$ cat src/rtl/addsub_pkg.sv
`default_nettype none
// ============================================================================
//  Module      : addsub_pkg
//  Description : Shared types and helpers for the nibble-serial add/sub unit.
//                - state_e     : controller states (IDLE, RUN, DONE)
//                - NIBBLE_W    : width of the shared arithmetic slice
//                - addsub_ovf  : signed overflow from the MSB column values
//  Revision    : 1.0  initial release
// ============================================================================
package addsub_pkg;

  localparam int NIBBLE_W = 4;

  typedef enum logic [1:0] {
    IDLE = 2'd0,
    RUN  = 2'd1,
    DONE = 2'd2
  } state_e;

  // The carry into the MSB column is recovered from that column's inputs and
  // sum (a ^ b ^ cin = sum); overflow is that carry differing from the carry out.
  function automatic logic addsub_ovf(input logic a_msb,
                                      input logic b_msb,
                                      input logic sum_msb,
                                      input logic cout);
    return (a_msb ^ b_msb ^ sum_msb) ^ cout;
  endfunction

endpackage
`default_nettype wire

$ cat src/rtl/addsub_nibble.sv
`default_nettype none
// ============================================================================
//  Module      : addsub_nibble
//  Description : Combinational 4-bit slice: sum = a + b + cin.
//  Ports       : a_i, b_i   [NIBBLE_W-1:0]  operand nibbles (b already inverted
//                                           by the caller for subtraction)
//                cin_i                      carry in
//                sum_o      [NIBBLE_W-1:0]  sum nibble
//                cout_o                     carry out of the top bit
//                c3_o                       carry into the top bit
//  Revision    : 1.0  initial release
// ============================================================================
module addsub_nibble
  import addsub_pkg::*;
(
  input  logic [NIBBLE_W-1:0] a_i,
  input  logic [NIBBLE_W-1:0] b_i,
  input  logic                cin_i,
  output logic [NIBBLE_W-1:0] sum_o,
  output logic                cout_o,
  output logic                c3_o
);

  logic [NIBBLE_W:0]   w_full;
  logic [NIBBLE_W-1:0] w_low;

  assign w_full = {1'b0, a_i} + {1'b0, b_i} + {{NIBBLE_W{1'b0}}, cin_i};

  // Sum of the lower three columns only; its top bit is the carry into bit 3.
  assign w_low  = {1'b0, a_i[NIBBLE_W-2:0]} + {1'b0, b_i[NIBBLE_W-2:0]}
                + {{(NIBBLE_W-1){1'b0}}, cin_i};

  assign sum_o  = w_full[NIBBLE_W-1:0];
  assign cout_o = w_full[NIBBLE_W];
  assign c3_o   = w_low[NIBBLE_W-1];

endmodule
`default_nettype wire

$ cat src/rtl/nibble_serial_addsub.sv
`default_nettype none
// ============================================================================
//  Module      : nibble_serial_addsub
//  Description : WIDTH-bit two's-complement add/subtract computed one nibble
//                per clock (LSB first) on a single shared 4-bit slice.
//  Ports       : clk, rst_n                 clock, synchronous active-low reset
//                in_valid/in_ready          request handshake
//                in_a, in_b [WIDTH-1:0]     operands
//                in_sub                     0 = A+B, 1 = A-B
//                out_valid/out_ready        result handshake
//                out_res [WIDTH-1:0]        result modulo 2^WIDTH
//                out_cout                   carry out (sub: 1 = no borrow)
//                out_ovf                    signed overflow
//  Revision    : 1.0  initial release
// ============================================================================
module nibble_serial_addsub
  import addsub_pkg::*;
#(
  parameter int WIDTH = 16
)(
  input  logic             clk,
  input  logic             rst_n,
  input  logic             in_valid,
  output logic             in_ready,
  input  logic [WIDTH-1:0] in_a,
  input  logic [WIDTH-1:0] in_b,
  input  logic             in_sub,
  output logic             out_valid,
  input  logic             out_ready,
  output logic [WIDTH-1:0] out_res,
  output logic             out_cout,
  output logic             out_ovf
);

  localparam int NIB   = WIDTH / NIBBLE_W;
  localparam int IDX_W = (NIB > 1) ? $clog2(NIB) : 1;
  localparam logic [IDX_W-1:0] LAST_IDX = IDX_W'(NIB - 1);

  state_e             state_q, state_d;
  logic [WIDTH-1:0]   a_q, a_d;
  logic [WIDTH-1:0]   b_q, b_d;
  logic [WIDTH-1:0]   res_q, res_d;
  logic               carry_q, carry_d;
  logic [IDX_W-1:0]   idx_q, idx_d;
  logic               cout_q, cout_d;
  logic               ovf_q, ovf_d;
  logic               valid_q, valid_d;

  logic [NIBBLE_W-1:0] w_a_nib;
  logic [NIBBLE_W-1:0] w_b_nib;
  logic [NIBBLE_W-1:0] w_sum;
  logic                w_cout;
  logic                w_c3;

  // Select the operand nibbles addressed by the index.
  always_comb begin
    w_a_nib = '0;
    w_b_nib = '0;
    for (int i = 0; i < NIB; i++) begin
      if (idx_q == IDX_W'(i)) begin
        w_a_nib = a_q[i*NIBBLE_W +: NIBBLE_W];
        w_b_nib = b_q[i*NIBBLE_W +: NIBBLE_W];
      end
    end
  end

  addsub_nibble u_slice (
    .a_i    (w_a_nib),
    .b_i    (w_b_nib),
    .cin_i  (carry_q),
    .sum_o  (w_sum),
    .cout_o (w_cout),
    .c3_o   (w_c3)
  );

  assign in_ready  = rst_n && (state_q == IDLE);
  assign out_valid = valid_q;
  assign out_res   = res_q;
  assign out_cout  = cout_q;
  assign out_ovf   = ovf_q;

  always_comb begin
    state_d = state_q;
    a_d     = a_q;
    b_d     = b_q;
    res_d   = res_q;
    carry_d = carry_q;
    idx_d   = idx_q;
    cout_d  = cout_q;
    ovf_d   = ovf_q;
    valid_d = valid_q;

    case (state_q)
      IDLE: begin
        if (in_valid) begin
          a_d     = in_a;
          // Subtraction is A + ~B + 1: invert here, seed the carry with 1.
          b_d     = in_b ^ {WIDTH{in_sub}};
          carry_d = in_sub;
          idx_d   = '0;
          state_d = RUN;
        end
      end

      RUN: begin
        for (int i = 0; i < NIB; i++) begin
          if (idx_q == IDX_W'(i)) begin
            res_d[i*NIBBLE_W +: NIBBLE_W] = w_sum;
          end
        end
        carry_d = w_cout;
        idx_d   = idx_q + 1'b1;
        if (idx_q == LAST_IDX) begin
          cout_d  = w_cout;
          ovf_d   = addsub_ovf(w_a_nib[NIBBLE_W-1], w_b_nib[NIBBLE_W-1],
                               w_sum[NIBBLE_W-1], w_cout);
          valid_d = 1'b1;
          state_d = DONE;
        end
      end

      DONE: begin
        if (out_ready) begin
          valid_d = 1'b0;
          state_d = IDLE;
        end
      end

      default: begin
        valid_d = 1'b0;
        state_d = IDLE;
      end
    endcase
  end

  always_ff @(posedge clk) begin
    if (!rst_n) begin
      state_q <= IDLE;
      a_q     <= '0;
      b_q     <= '0;
      res_q   <= '0;
      carry_q <= 1'b0;
      idx_q   <= '0;
      cout_q  <= 1'b0;
      ovf_q   <= 1'b0;
      valid_q <= 1'b0;
    end else begin
      state_q <= state_d;
      a_q     <= a_d;
      b_q     <= b_d;
      res_q   <= res_d;
      carry_q <= carry_d;
      idx_q   <= idx_d;
      cout_q  <= cout_d;
      ovf_q   <= ovf_d;
      valid_q <= valid_d;
    end
  end

  // The slice's own carry into bit 3 must agree with the value the overflow
  // helper reconstructs from the MSB column.
  always_ff @(posedge clk) begin
    if (rst_n && state_q == RUN) begin
      assert (w_c3 == (w_a_nib[NIBBLE_W-1] ^ w_b_nib[NIBBLE_W-1] ^ w_sum[NIBBLE_W-1]));
    end
  end

endmodule
`default_nettype wire

$ cat config.mk
export PLATFORM = sky130hd
export DESIGN_NAME = nibble_serial_addsub
export DESIGN_NICKNAME = d
export VERILOG_FILES = /design/src/rtl/addsub_pkg.sv /design/src/rtl/addsub_nibble.sv /design/src/rtl/nibble_serial_addsub.sv
export SDC_FILE = /design/constraint.sdc
export NUM_CORES = 1
export LEC_CHECK = 0
export BUFFER_PORTS_ARGS = -buffer_cell sky130_fd_sc_hd__buf_4
export CORE_ASPECT_RATIO = 1.5
export CORE_MARGIN = 2
export CORE_UTILIZATION = 45
export DETAILED_ROUTE_END_ITERATION = 10
export GPL_TIMING_DRIVEN = 0
export PLACE_DENSITY = 0.74
export REMOVE_ABC_BUFFERS = 1
export SYNTH_ARGS = -nofsm -noshare
export SYNTH_HDL_FRONTEND = slang
export SYNTH_SLANG_ARGS = --single-unit
$ cat constraint.sdc
create_clock -name clk -period 6.05 [get_ports clk]
set_input_delay 0.3025 -clock clk [delete_from_list [all_inputs] [get_ports clk]]
set_output_delay 0.3025 -clock clk [all_outputs]
set_load 0.05 [all_outputs]
# Yosys cells after proc, flatten, opt, wreduce, memory -nomap -nowiden
# Index checks and enable logic that the tools add are counted.
# classes
addsub,3
n_reduce_logical,12
mux,19
bitwise_logic,5
n_eq_ne,8
# op_table
cell,count
$mux 4,8
$xor 16x16->16,1
$reduce_and 2->1,6
$mux 2,4
$eq 2x2->1 const B,3
$ne 2x2->1 const B,3
$pmux 2 s3,1
$reduce_and 3->1,2
$add 4x4->5,1
$add 5x1->5,1
$eq 2x1->1 const B,2
$logic_not 2->1,2
$pmux 2 s2,1
$mux 1,3
$pmux 1 s3,1
$xor 1x1->1,3
$add 2x1->2 const B,1
$pmux 1 s2,1
$reduce_bool 2->1,1
$logic_and 1x1->1,1
$not 1->1,1
# totals
ff_bits,56
input_bits,37
out_inout_bits,20
wordCells,59

# Depth between registers and ports, before layout
# logic_depth
word_depth,9
ltp_mapped,13
ltp_nobuf,13

# Hierarchy
# From an unflattened synthesis, not the netlist that was laid out.
# unflattened
hier_cells,330
hier_area_um2,2811.4
# by_module_without_submodules
module,seq_area_each_um2,area_per_inst_um2,instances,cells_each
nibble_serial_addsub,1121.1,2656.3,1,310
addsub_nibble,0.0,155.1,1,20

# Worst setup path after synthesis
# Ideal clock, no wire load.
# synth_timing
kind,reg2reg
startpoint,register idx_q[1]
endpoint,"register ovf_q, in the netlist out_ovf"
path_buffers,1
period_less_slack_ns,2.653
t_required_ns,5.930
path_stages_with_launch,14
path_slack_ns,3.397
setup_time_ns,0.120
arrival_ns,2.533
path_cell_list,dfxtp_1 > inv_1 > ha_1 > buf_2 > a221oi_1 > nor3_1 > a21oi_1 > fa_1 > inv_1 > fa_1 > a21o_1 > a21oi_1 > xor2_1 > a21oi_1
# synth_between
elab_chain_len,9
word_cells_on_any_way,18
cone_classes,add/sub (2); eq/ne (3); mux (8); bitwise (3); reduce/logical (2)
# synth_rtl
item,line_no,text
start: declaration,nibble_serial_addsub.sv:44,"logic [IDX_W-1:0] idx_q, idx_d;"
start signal: assignment,nibble_serial_addsub.sv:153,idx_q <= idx_d;
$logic_not 2->1,nibble_serial_addsub.sv:60,if (idx_q == IDX_W'(i)) begin
$mux 4 (4 in series),nibble_serial_addsub.sv:60,
$add 4x4->5,addsub_nibble.sv:27,"assign w_full = {1'b0, a_i} + {1'b0, b_i} + {{NIBBLE_W{1'b0}}, cin_i};"
$add 5x1->5,addsub_nibble.sv:27,
$xor 1x1->1 (2 in series),addsub_pkg.sv:26,return (a_msb ^ b_msb ^ sum_msb) ^ cout;
end signal: assignment,nibble_serial_addsub.sv:155,ovf_q <= ovf_d;
end: declaration,nibble_serial_addsub.sv:46,"logic ovf_q, ovf_d;"
# Parallel ways exist; a longest one is shown, timed or not.
# A chain may end at the register's enable or synchronous reset.

# Worst setup path after layout
# Ends and elaborated chain as after synthesis.

==> summary.txt <==
Status
  • Status: finished clean

Global route
  • Largest net degree at the start of global routing: 61
  • Total Routing Usage GR: 0.1680
  • Initial antenna violation count: 0
  • Grt ovf: 0
  • First-pass GRT wire length: 8921 microns
  • Vias in the first global route: 1980

Logic synthesis
  • Synth Warn #: 0
  • Dominant cells by area after synthesis: dfxtp_1, nand2_1, o211a_1, xnor2_1, a21boi_0
  • Top post-synthesis cells by count: nand2_1, dfxtp_1, o211a_1
  • Most frequent cell after synthesis: nand2_1
  • Main synth FF type: dfxtp_1
  • Post-synthesis cell type count: 29
  • Fraction of registers with async set/reset: 0
  • Synthesized area per cell: 8.850 sq um
  • Synth Instances: 314
  • Post-synth top area share: 0.4034
  • Top cell type by total area after synthesis: dfxtp_1
  • Post-synthesis sequential area ratio: 0.4034
  • Post-synth EDFFs: 0
  • #FFs+latches synth: 56
  • Mapped cell area: 2779 sq um

Setup path
  • Arrival time worst endpoint: 3350 ps
  • WS Path Type: flop to flop
  • Critical Path RT: 6260 ps
  • CP Launch Type: flop
  • Max FO, Critical Path: 17
  • CP endpoint kind: flop

CTS
  • Post-CTS sizing: 0
  • CTS H-tree depth: 2
  • # Post-CTS Setup Buffers: 0
  • Post-CTS Hold Buffers: 0
  • Clock Sinks: 56
  • Clock root buffer master: clkbuf_8
  • Later-pin clock latency in the skew report: 310 ps
  • Max Root-Sink Buffers: 2
  • TritonCTS clock tree: built
  • Clk slew on worst S/H paths: 100 ps
  • TritonCTS Buffers: 5

Routing
  • Detailed Route WL: 5390 microns
  • DR vias: 2155
  • DRC Markers: 0
  • Detail Route Antenna Nets: 0
  • DR WL/cell: 12.59 microns
  • Detailed Routing Iterations Pass 1: 4
  • Initial detailed-routing violation count: 105
  • Vias per inst: 5.035

STA
  • Final worst slack: 2912 ps
  • Relative slew slack: 0.6029
  • Final hold violation count: 0
  • Least-Margin Pin Slew: 595.6 ps
  • Number of max-slew violations in the final report: 0
  • Fmax: 0.3187 GHz
  • Clock Skew: 5.039 ps
  • Hold Slack: 240.4 ps
  • Fin crit share: 0.5187
  • Final setup fails: 0
  • RSZ-0062 raised after global routing: false
  • Final min period: 3138 ps
  • Setup total negative slack: 0 ps

Die
  • # IOs: 57
  • Die W: 68.17 microns
  • Site row count: 35
  • Initial core utilization: 0.4598
  • Die Span Y: 100.2 microns
  • Core region area: 6043 sq um
  • Die Area: 6833 sq um

Power and ir drop
  • Pwr per Cell Area: 235.1 nW/um^2
  • Worst vdd ir: 0.0001348 V
  • Overall power: 0.7614 mW
  • Pleak: 1.531 nW

Placed design
  • IO buf count: 56
  • Post-place setup slack: 2878 ps
  • Dpl hpwl: 3869 microns
  • Placed cells: 420
  • Placed Area: 3148 sq um
  • Routability cong.: 0.7653

Finish
  • Count of non-filler cells in the finished layout: 428
  • ANT cells: 0
  • Register area: 1121 sq um
  • Final core occ: 0.5360
  • Layout filler cell count: 581
  • Final #Nets: 399
  • Layout area overhead: 16.57%
  • Combined area of the multi-input logic cells: 1465 sq um
  • Layout cells sized above 1: 0.2034
  • Final instance area: 3239 sq um

Hold path
  • HP Class: input port to flop

Job
  • Max Cap Viol: 0
worst paths after layout:
kind                         startpoint              endpoint  slack, ps  cells after the start
setup / recovery  idx_q[1]$_SDFFE_PN0P_  out_ovf$_SDFFE_PN0P_       2910                     13
hold reg to reg     a_q[0]$_SDFFE_PN0P_   a_q[0]$_SDFFE_PN0P_        470                      2
hold / removal                  in_a[5]   a_q[5]$_SDFFE_PN0P_        240                      3
setup reg to reg  idx_q[1]$_SDFFE_PN0P_  out_ovf$_SDFFE_PN0P_       2910                     13
registers in the layout (all words and copies together) (netlist names):
register,cells
carry_q,1
b_q,16
a_q,16
out_ovf,1
idx_q,2
out_cout,1
state_q,2
out_valid,1
out_res,16
placed cells by master, fill, tap and decap left out, types with 2 or more instances in the layout:
master	instances
a21boi_0	15
a21boi_1	2
a21oi_1	22
a221oi_1	2
and2_4	4
buf_4	56
buf_8	2
clkbuf_8	5
dfxtp_1	56
fa_1	2
ha_1	7
inv_1	5
mux2i_1	5
nand2_1	79
nand3b_1	6
nor2_1	4
nor2b_1	12
nor3_1	5
o211a_1	25
o21ai_0	9
o22ai_1	4
xnor2_1	18
per-layer routing:
metal / vias to the layer above / routed length [microns] / track usage
met4: 0 / 109 / 0.06769
met5: - / 0 / 0
met3: 8 / 179 / 0.02803
met2: 37 / 2789 / 0.2875
met1: 983 / 2311 / 0.2035
li1: 1127 / - / -
cells by family after synthesis:
group | synth area share
AOI/OAI and AO/OA | 0.2098
xor gates and xnor gates | 0.05988
adders and majority gates | 0.04592
buffers and inverters | 0.06934
DFF | 0.4034
muxes | 0.01801
and+or+nand+nor | 0.1936
critical path, cell delays in order, from the launching register on:
cell and delay (ps):
dfxtp_1 340, inv_1 100, ha_1 500, nor2b_1 90
a221oi_1 280, nor3_1 70, a21oi_1 210, fa_1 230
inv_1 60, fa_1 410, a21o_1 180, a21oi_1 280
xor2_1 200, a21oi_1 80
power by group:
group / switching (mW) / internal [mW] / total [mW] / leakage [nW]
combinational: 0.0840 / 0.0686 / 0.153 / 1.02
clock: 0.124 / 0.0833 / 0.208 / 0.0485
sequential: 0.0118 / 0.389 / 0.401 / 0.459
total: 0.220 / 0.541 / 0.761 / 1.53
cell type report:
cell class	count	area share
Clock buffer	5	0.02124
Tap cell	74	0.02858
Timing Repair Buffer	58	0.1390
Clock inverter	3	0.006952
Sequential cell	56	0.3461
Multi-Input combinational cell	227	0.4523
Inverter	5	0.005794
(Power assumes the default switching activity.)
